File: src/rtl/bitrev_stream_ctrl.sv
// Streaming bit-reversal reorder buffer: serial coefficients in natural order are
// collected into a ping-pong bank pair and replayed in bit-reversed or natural order.
module bitrev_stream_ctrl #(
    parameter int unsigned DATA_WIDTH = 16,
    parameter int unsigned N          = 16,
    localparam int unsigned LOGN      = $clog2(N)
) (
    input  logic                  clk,
    input  logic                  rst,
    input  logic                  s_valid,
    output logic                  s_ready,
    input  logic [DATA_WIDTH-1:0] s_data,
    input  logic                  rev_en,
    output logic                  m_valid,
    input  logic                  m_ready,
    output logic [DATA_WIDTH-1:0] m_data,
    output logic                  m_last,
    output logic [LOGN-1:0]       m_idx,
    output logic                  busy
);

    localparam logic [LOGN-1:0] LAST_IDX = LOGN'(N - 1);

    logic [DATA_WIDTH-1:0] mem [2][N];
    logic [1:0]            full;
    logic [1:0]            mode;
    logic                  wr_bank;
    logic                  rd_bank;
    logic [LOGN-1:0]       wr_cnt;
    logic [LOGN-1:0]       rd_cnt;
    logic                  s_fire;
    logic                  m_fire;
    logic                  wr_done;
    logic                  rd_done;

    function automatic logic [LOGN-1:0] bitrev(input logic [LOGN-1:0] x);
        logic [LOGN-1:0] r;
        r = '0;
        for (int unsigned i = 0; i < LOGN; i++) begin
            r[i] = x[LOGN-1-i];
        end
        return r;
    endfunction

    assign s_ready = !full[wr_bank];
    assign m_valid = full[rd_bank];
    assign s_fire  = s_valid && s_ready;
    assign m_fire  = m_valid && m_ready;
    assign wr_done = s_fire && (wr_cnt == LAST_IDX);
    assign rd_done = m_fire && (rd_cnt == LAST_IDX);

    assign m_idx  = mode[rd_bank] ? bitrev(rd_cnt) : rd_cnt;
    assign m_data = mem[rd_bank][m_idx];
    assign m_last = m_valid && (rd_cnt == LAST_IDX);
    assign busy   = (|full) || (wr_cnt != '0);

    // Write and read pointers; fill and free always target different banks.
    always_ff @(posedge clk) begin
        if (rst) begin
            full    <= '0;
            mode    <= '0;
            wr_bank <= 1'b0;
            rd_bank <= 1'b0;
            wr_cnt  <= '0;
            rd_cnt  <= '0;
        end else begin
            if (s_fire) begin
                wr_cnt <= wr_cnt + LOGN'(1);
            end
            if (wr_done) begin
                full[wr_bank] <= 1'b1;
                mode[wr_bank] <= rev_en;
                wr_cnt        <= '0;
                wr_bank       <= !wr_bank;
            end
            if (m_fire) begin
                rd_cnt <= rd_cnt + LOGN'(1);
            end
            if (rd_done) begin
                full[rd_bank] <= 1'b0;
                rd_cnt        <= '0;
                rd_bank       <= !rd_bank;
            end
        end
    end

    // Coefficient storage is deliberately not cleared by reset.
    always_ff @(posedge clk) begin
        if (s_fire) begin
            mem[wr_bank][wr_cnt] <= s_data;
        end
    end

endmodule

File: config.mk
export PLATFORM = sky130hd
export DESIGN_NAME = bitrev_stream_ctrl
export DESIGN_NICKNAME = d
export VERILOG_FILES = /design/src/rtl/bitrev_stream_ctrl.sv
export SDC_FILE = /design/constraint.sdc
export NUM_CORES = 1
export LEC_CHECK = 0
export ABC_CLOCK_PERIOD_IN_PS = 3190
export BUFFER_PORTS_ARGS = -buffer_cell sky130_fd_sc_hd__buf_2
export CAP_MARGIN = 20
export CORE_MARGIN = 2
export CORE_UTILIZATION = 45
export DETAILED_ROUTE_END_ITERATION = 16
export SYNTH_ARGS = -nofsm -noshare
export SYNTH_HDL_FRONTEND = slang
export SYNTH_SLANG_ARGS = --single-unit
File: constraint.sdc
create_clock -name clk -period 3.19 [get_ports clk]
set_input_delay 0.1595 -clock clk [delete_from_list [all_inputs] [get_ports clk]]
set_output_delay 0.1595 -clock clk [all_outputs]
set_load 0.03 [all_outputs]
==> results.md <==
- Cells taking the most area after synthesis: edfxtp_1, mux4_2, mux2i_1
- Final Setup Violations: 16
- Crit share post-route: 104%
- # DRC: 0
- RSZ-0062 raised after global routing: yes
- Sequential area share after synthesis: 73.1%
- Worst path slowest cell: mux2_2
- Share of layout cells above drive strength 1: 30.7%
- Max Cap Violations: 0
- Final HPWL DP: 36000 um
- Clock skew: 0.0159 ns
- Reg2reg start: wr_bank
- Root buffer cell: clkbuf_16
- Fill cells: 3601
- Cts bufs inserted: 54
- Hold Crit Start: s_valid
- Critical path, cell by cell: mux2i_4 > mux2i_4 > buf_4 > buf_6 > buf_12 > mux2_2 > a21oi_1 > nand4_1 > nand4_1 > buf_6
- N_diodes: 0
- Failing checks: negative setup slack
- Grt ovf: 0
- Synth warn: 0
- Crit. End Element: output pin
- Synth Instances: 1280
- Min-Delay Path Class: in2reg
- Crit path required time: 3.03 ns
- Fmax: 301 MHz
- Routability cong.: 0.858
- Longest Clk Path Bufs: 3
- Fin. Hold Viols: 0
- Area grow syn2layout: 22.3%
- Met3 Routed Length: 3530 um
- Die Wd: 222 um
- Rel. slew slack: 53.4%
- I/O Buffers: 44
- First-pass GRT wire length: 82300 um
- Initial DRC Count: 1191
- Sink Count: 527
- Met2 routed WL: 27700 um
- Via Count: 12500
- Final WL: 56500 um
- Highest metal used: met4
- Clock Pin Slew Worst Setup and Hold Paths: 0.06 ns
- Data arrival, critical path: 3.17 ns
- Unique cell type count in the Yosys netlist: 50
- Post-Syn Area: 0.0214 mm2
- Hold WS: 0.0440 ns
- #FFs+latches synth: 527
- Post-synth net total: 1306
- Crit path launch type: flop
- Async SR Flop Fraction: 0%
- Post-synth top area cell: edfxtp_1
- Worst Setup Path Type: reg2out
- Crit-path max FO: 10
- Die height: 222 um
- Yosys top cell area share: 71.7%
- Max Slew Vio Count: 0
- I/O Pins: 45
- Final Instance Count excl. Fillers: 2104
- CTS tree: built
- Initial antenna violation count: 0
- Post-route setup slack: -0.136 ns
- Placed Cells: 1976
- Number of enable flip-flop cells after synthesis: 512
- Core Area: 0.0468 mm2
- Crit path time final: 3.33 ns
- IR drop worst, VDD: 0.526 mV
- Worst-Margin Slew: 0.700 ns
- M1 WL: 23600 um
- CP startpoint: rd_bank
- Full die area: 0.0494 mm2
- Pleak: 8.69 nW
- Initial Util: 45.8%
- Pwr Density: 559 mW/mm2
- Clk_lat worst skew: 0.61 ns
- Initial DRT Pass Iterations: 5
- DR vias/cell: 5.94
- H-tree Lvls: 2
- Vias in the first global route: 12300
- Final nets: 1478
- WL/cell: 26.9 um
- Max incr delay on CP: 0.40 ns
- Status: finished with violations
- ANT nets after route: 0
- Total Power: 14.6 mW
- Avg Synthesized Cell Area: 16.7 um2
- Overall routing resource usage: 22.9%
- Row count: 79
- Top_reg_cell synth: edfxtp_1
- Largest net degree at the start of global routing: 50
-- power breakdown --
part / total [mW] / leakage, nW / internal (mW) / switching [mW]
clock: 6.65 / 0.931 / 3.99 / 2.65
combinational: 0.359 / 3.02 / 0.104 / 0.256
sequential: 7.64 / 4.73 / 7.63 / 0.0115
total: 14.6 / 8.69 / 11.7 / 2.92
-- cell families after synthesis --
group           count (synthesis)  share of synthesized area, %
flops                         527                          73.1
simple gates                  342                          7.64
mux                           188                          12.4
compound gates                130                          4.42
buf+inv                        80                          1.74
xor+xnor                        8                         0.327
fa+ha+maj                       5                         0.292
-- critical path: cells and delay by family (launching register included) --
kind / cells / cell delay [ns]
multiplexers: 3 / 1.01
AO/OA/AOI/OAI: 1 / 0.23
AND/OR/NAND/NOR: 2 / 0.35
flip-flops: 1 / 0.36
buffers and inverters: 4 / 0.59
-- registers in the layout (all words and copies together), names as in the netlist, named ones only --
name,count
mode,2
wr_bank,1
rd_cnt,4
mem,512
wr_cnt,4
rd_bank,1
full,2
-- cell type report --
| type | instances | area [um2] | share of cell area (%) |
|---|---|---|---|
| multi-input cells | 673 | 6050 | 23.1 |
| clock buffers | 61 | 1420 | 5.41 |
| flip-flops and latches | 527 | 15700 | 59.8 |
| clock inverters | 40 | 457 | 1.74 |
| well taps | 607 | 759 | 2.90 |
| repair buffers | 189 | 1810 | 6.90 |
| inverters | 7 | 45.0 | 0.172 |
-- per-stage QoR --
step	util, %	instance area, um2	worst slack, ns	TNS [ns]
global route	56.1	26200	-0.211	-2.51
CTS	55.5	26000	-0.104	-0.778
floorplan	-	21500	0.244	0
finish	56.1	26200	-0.136	-1.11
global placement	49.5	23200	0.240	0
detailed placement	49.5	23200	0.250	0
-- cells in the final DEF (no fill, tap or decap), types with 10 or more instances in the layout --
cell / n
buf_6: 25
clkinv_2: 15
a21oi_1: 12
buf_2: 28
nand2_1: 114
buf_4: 106
nor2_2: 26
o21ai_0: 14
nor2_1: 35
nor3_1: 39
buf_12: 12
dfxtp_1: 13
mux2i_1: 96
or3_1: 14
nor3b_1: 14
nand3_1: 28
edfxtp_1: 512
clkinv_1: 13
bufinv_16: 10
nand4_1: 28
mux4_2: 58
clkbuf_16: 56
nand2b_1: 13
a22oi_1: 10
-- routing by layer --
layer | GRT usage [%] | up-vias
met5 | 0 | -
met4 | 6.91 | 0
met3 | 3.85 | 91
met2 | 37.9 | 461
met1 | 31.3 | 6481
li1 | - | 5471
-- worst paths after layout --
check                                  to  slack, ns  depth (start not counted)
worst max-delay path            m_data[7]      -0.14                         10
worst max register to register    full[1]       0.60                          8
worst min register to register    full[0]       0.59                          2
worst min-delay path            wr_cnt[2]       0.04                          4
-- Yosys cell counts, types with 2 or more instances --
cell type / n
ha_1: 5
mux4_2: 58
edfxtp_1: 512
and2_1: 8
xor2_1: 5
o41ai_1: 7
mux2i_1: 109
buf_4: 6
a221oi_1: 11
o22ai_1: 12
inv_1: 4
mux2_2: 13
clkbuf_1: 38
xnor2_1: 3
buf_6: 3
nor2_1: 63
a311oi_1: 5
clkinv_1: 2
nor3b_1: 14
nand2_1: 115
o21ai_0: 21
a21oi_1: 13
nand3b_1: 2
dfxtp_1: 15
or3_1: 14
nand3_1: 30
nand4_1: 28
a211oi_1: 15
o31ai_1: 7
nor4bb_1: 2
buf_2: 20
o2111ai_1: 6
mux2i_4: 3
a32oi_1: 8
o221ai_1: 6
mux2_1: 5
or3b_2: 3
buf_1: 6
o2111a_1: 2
nand2b_1: 13
a22oi_1: 14
nor3_1: 46
-- timing repair --
action,in CTS,in global routing
buffers inserted,11,7
pin swaps,22,26
hold endpoints to repair,11,0
setup endpoints to repair,16,16
hold buffers,5,0
resized for setup,153,33
cloned,5,2
(Power assumes the default switching activity.)
